===== src/rtl/latch_wr_ctrl.sv =====
// Write controller for the D-latch stage: REQ/ACK in, setup/pulse/hold on EN/D.
// Optional LATCH_WR_CNT_EN adds WR_CNT, a saturating completed-pulse counter.
module latch_wr_ctrl #(
  parameter int WIDTH = 8,
  parameter int SETUP = 1,
  parameter int PULSE = 2,
  parameter int HOLD  = 1
) (
  input  logic             CLK,
  input  logic             RST_N,
  input  logic             REQ,
  input  logic [WIDTH-1:0] DIN,
  output logic             ACK,
  output logic             EN,
  output logic [WIDTH-1:0] D,
  output logic             BUSY
`ifdef LATCH_WR_CNT_EN
  ,
  output logic [15:0]      WR_CNT
`endif
);

  if (WIDTH < 1 || SETUP < 0 || SETUP > 15 ||
      PULSE < 1 || PULSE > 15 ||
      HOLD < 0 || HOLD > 15) begin : g_bad_param
    $error("latch_wr_ctrl: parameter out of range");
  end

  localparam logic [3:0] SL = 4'(SETUP > 0 ? SETUP - 1 : 0);
  localparam logic [3:0] PL = 4'(PULSE > 0 ? PULSE - 1 : 0);
  localparam logic [3:0] HL = 4'(HOLD > 0 ? HOLD - 1 : 0);

  typedef enum logic [1:0] {
    ST_IDLE,
    ST_SETUP,
    ST_PULSE,
    ST_HOLD
  } state_t;

  state_t     state;
  state_t     nxt;
  logic [3:0] cnt;
  logic [3:0] cnt_nxt;
  logic       load;

  always_comb begin
    nxt     = state;
    cnt_nxt = cnt;
    load    = 1'b0;
    unique case (state)
      ST_IDLE: begin
        if (REQ && ACK) begin
          load = 1'b1;
          if (SETUP > 0) begin
            nxt     = ST_SETUP;
            cnt_nxt = SL;
          end else begin
            nxt     = ST_PULSE;
            cnt_nxt = PL;
          end
        end
      end
      ST_SETUP: begin
        if (cnt == 4'd0) begin
          nxt     = ST_PULSE;
          cnt_nxt = PL;
        end else begin
          cnt_nxt = cnt - 4'd1;
        end
      end
      ST_PULSE: begin
        if (cnt == 4'd0) begin
          if (HOLD > 0) begin
            nxt     = ST_HOLD;
            cnt_nxt = HL;
          end else begin
            nxt     = ST_IDLE;
            cnt_nxt = 4'd0;
          end
        end else begin
          cnt_nxt = cnt - 4'd1;
        end
      end
      ST_HOLD: begin
        if (cnt == 4'd0) begin
          nxt     = ST_IDLE;
          cnt_nxt = 4'd0;
        end else begin
          cnt_nxt = cnt - 4'd1;
        end
      end
      default: begin
        nxt     = ST_IDLE;
        cnt_nxt = 4'd0;
      end
    endcase
  end

  // Outputs are registered from the next state so they track it glitch-free.
  always_ff @(posedge CLK or negedge RST_N) begin
    if (!RST_N) begin
      state <= ST_IDLE;
      cnt   <= 4'd0;
      EN    <= 1'b0;
      BUSY  <= 1'b0;
      ACK   <= 1'b0;
      D     <= '0;
    end else begin
      state <= nxt;
      cnt   <= cnt_nxt;
      EN    <= (nxt == ST_PULSE);
      BUSY  <= (nxt != ST_IDLE);
      ACK   <= (nxt == ST_IDLE);
      if (load) D <= DIN;
    end
  end

`ifdef LATCH_WR_CNT_EN
  logic [15:0] wr_cnt;

  always_ff @(posedge CLK or negedge RST_N) begin
    if (!RST_N) begin
      wr_cnt <= 16'd0;
    end else if (EN && nxt != ST_PULSE && wr_cnt != 16'hFFFF) begin
      wr_cnt <= wr_cnt + 16'd1;
    end
  end

  assign WR_CNT = wr_cnt;
`endif

endmodule

===== config.mk =====
export PLATFORM = sky130hd
export DESIGN_NAME = latch_wr_ctrl
export DESIGN_NICKNAME = d
export VERILOG_FILES = /design/src/rtl/latch_wr_ctrl.sv
export SDC_FILE = /design/constraint.sdc
export NUM_CORES = 1
export LEC_CHECK = 0
export ABC_AREA = 1
export CAP_MARGIN = 10
export CORE_MARGIN = 5
export CORE_UTILIZATION = 44
export DETAILED_ROUTE_END_ITERATION = 16
export HOLD_SLACK_MARGIN = 0.1
export PLACE_DENSITY = 0.8
export SLEW_MARGIN = 5
export SYNTH_ARGS = -nofsm -noshare
export SYNTH_HDL_FRONTEND = slang
export SYNTH_SLANG_ARGS = --single-unit

===== constraint.sdc =====
create_clock -name CLK -period 2.1 [get_ports CLK]
set_clock_uncertainty 0.15 [all_clocks]
set_input_delay 0.21 -clock CLK [delete_from_list [all_inputs] [get_ports CLK]]
set_output_delay 0.21 -clock CLK [all_outputs]
set_load 0.01 [all_outputs]

==> flow_summary.ini <==
[sta]
finalSetupTns_ns = 0
period_needed_ns = 1.614
hold_viol = 0
whs_ns = 0.3152
max_slew_margin_pct = 77.80
setup_violations = 0
maxSlewViolCount = 0
rsz0062_at_grt = no
min_period_over_period_pct = 76.84
fmax_mhz = 619.7
worst_pin_slew_ns = 0.3296

[power_and_ir_drop]
switchingPower_mw = 0.6438
clkPwrFrac_pct = 10.5
switching_share_pct = 39.78
p_per_area_nw_per_um2 = 1468
seqPwrFrac_pct = 38.7
ir_worst_vdd_mv = 0.7413
p_leak_nw = 0.5439
power.total_mw = 1.618
p_comb_share_pct = 50.8
internal-power_mw = 0.9746

[synthesis]
post_synth.cell_area_avg_um2 = 9.203
synth_fp_nets = 103
syn_inst = 90
ys_seq_area_share_pct = 51.36
synth_top_area_share_pct = 51.36
yosysTopAreaCell = dfrtp_1
synth_area_leaders = dfrtp_1, nand2_1, o21ai_2, inv_1, ha_1
synth_cell_types = 20
netlist_area_um2 = 828.3
synth-warning-count = 0
synth_seq_cells = 17

[worst_hold_path]
hold_depth = 3
hold_class = in -> reg
hp-start = DIN[0]

[floorplan]
fp.dieArea_um2 = 2850
die_width_um = 53.39
pin_count = 22
design.core.area_um2 = 1764
die_y_um = 53.39
rows = 15
start_util_pct = 46.95

[detailed_routing]
ant_nets = 0
drt_iter0_drc = 15
drt-total-wl_mm = 1.519
wl_per_cell_um = 10.77
vias_per_cell = 4.695
drc_errors = 0
drt_first_pass_iters = 4
vias = 662

[final_layout]
syn2layout_area_growth_pct = 33.08
final_layout_size_suffix_gt1_share_pct = 17.24
antenna_cells = 0
finalInstanceArea_um2 = 1102
nets = 130
utilization_pct = 62.48
seqCellArea_um2 = 425.4
multi_input_area_um2 = 335.3
n_fill_cell = 176

[flow_run]
drv_cap = 0

[setup_path]
startpoint = ACK$_DFF_PN0_
crit_required_ns = 1.74
crit_cells = 1
critical_path_class = reg -> out
crit_family = buffers and inverters
critPathLaunchType = register
cp_slowest_cell = clkdlybuf4s50_1
end_kind = output pin
cp_max_fo = 3
cp.buffers_inverters = 1
reg2regPathDepth = 7
arrival_ns = 1.25
timing.rr.start = cnt[0]$_DFFE_PN0P_
max_stage_delay_ns = 0.56
critical_path.cell_chain = clkdlybuf4s50_1

[cts]
cts_root_buffer = clkbuf_4
clock_path_buffers = 2
cts_buffers = 3
clock_sinks = 17
clk_pin_slew_worst_paths_ns = 0.09
post_cts_buffers = 0
cts_tree = yes
clk_latency_ns = 0.28
cts_max_level = 1

[placed_design]
port_buffers = 21
hpwl_mm = 1.157
placed_area_um2 = 1066
gp_congestion = 0.8147

[global_route]
grt_pass1_vias = 674
grt_pass1_wl_mm = 2.794
grt_usage_pct = 13.58
grt_overflow = 0
grt_start_max_net_pins = 19
antenna_found_initial = 0

[run_status]
status = finished, final reports clean
## through the flow
stage / cells / setup slack (ns)
CTS: 141 / 0.4712
global route: 141 / 0.4230
finish: 141 / 0.4864
global placement: 136 / 0.6290
floorplan: 90 / 0.7999
detailed placement: 136 / 0.6128
## layout by cell type (no fill, tap or decap)
| master | Yosys | final |
|---|---|---|
| o22ai_1 | 1 | 1 |
| o21ai_2 | 8 | 8 |
| dfrtp_1 | 17 | 17 |
| clkbuf_1 | 0 | 1 |
| o21bai_1 | 1 | 1 |
| nand3_2 | 1 | 1 |
| nand2_2 | 3 | 3 |
| inv_1 | 15 | 15 |
| nand3_4 | 1 | 1 |
| ha_1 | 2 | 2 |
| nor2_1 | 5 | 5 |
| clkbuf_4 | 0 | 3 |
| o21ai_0 | 2 | 2 |
| clkdlybuf4s50_1 | 0 | 21 |
| o211ai_1 | 1 | 1 |
| xnor2_1 | 1 | 1 |
| nand2_1 | 24 | 24 |
| nand4_1 | 1 | 1 |
| buf_4 | 0 | 1 |
| nand3_1 | 2 | 2 |
| nor2_4 | 1 | 1 |
| nor2_2 | 2 | 2 |
| dlygate4sd3_1 | 0 | 1 |
| o21ai_1 | 1 | 1 |
## power by group through the flow
stage                     Sequential (mW)  Combinational (mW)  Clock, mW
final                               0.626               0.822      0.170
after global routing                0.648               0.927      0.189
after CTS                           0.627               0.835      0.174
after detailed placement            0.631               0.826          0
after global placement              0.625               0.800          0
after floorplan                     0.662               0.467          0
## sequential cells by signal, summed over array words and instances (netlist names)
signal / count
state: 2
cnt: 4
EN: 1
D: 8
ACK: 1
BUSY: 1
## kinds of logic after synthesis
family          count (synthesis)  synth area share [%]
fa+ha+maj                       2                 3.021
buf+inv                        16                 8.157
flops                          17                 51.36
compound gates                 14                 12.84
simple gates                   40                 23.57
xor+xnor                        1                 1.058
## routing by layer
metal	share of wire (%)	GRT usage [%]
met1	46	16.96
met2	46	22.04
met3	5.5	2.817
met4	1.9	6.383
met5	0	0
## cell type report
| type | count | area share, % |
|---|---|---|
| flip-flops and latches | 17 | 38.59 |
| multi-input cells | 57 | 30.42 |
| repair buffers | 23 | 20.66 |
| inverters | 15 | 5.108 |
| well taps | 25 | 2.838 |
| clock buffers | 4 | 2.384 |
## worst paths after layout
kind	to	slack, ns
max	ACK	0.49
min	D[0]$_DFFE_PN0P_	0.32
max reg2reg	BUSY$_DFF_PN0_	0.65
min reg2reg	D[7]$_DFFE_PN0P_	0.34
max in group asynchronous	ACK$_DFF_PN0_	0.98
min in group asynchronous	cnt[3]$_DFFE_PN0P_	0.64
## what timing repair did
action,CTS,global route
gates resized for setup,0,0
hold buffers,1,0
endpoints found under the hold margin,8,0
## synth_stat cells
library cell,instances
nor2_2,2
nand3_1,2
o21ai_0,2
o211ai_1,1
nand2_1,24
nand3_2,1
xnor2_1,1
dfrtp_1,17
nand3_4,1
o22ai_1,1
nand4_1,1
nor2_1,5
nor2_4,1
inv_1,15
o21ai_1,1
buf_6,1
ha_1,2
nand2_2,3
o21bai_1,1
o21ai_2,8
Note: power is estimated with default switching activity, not from simulation.
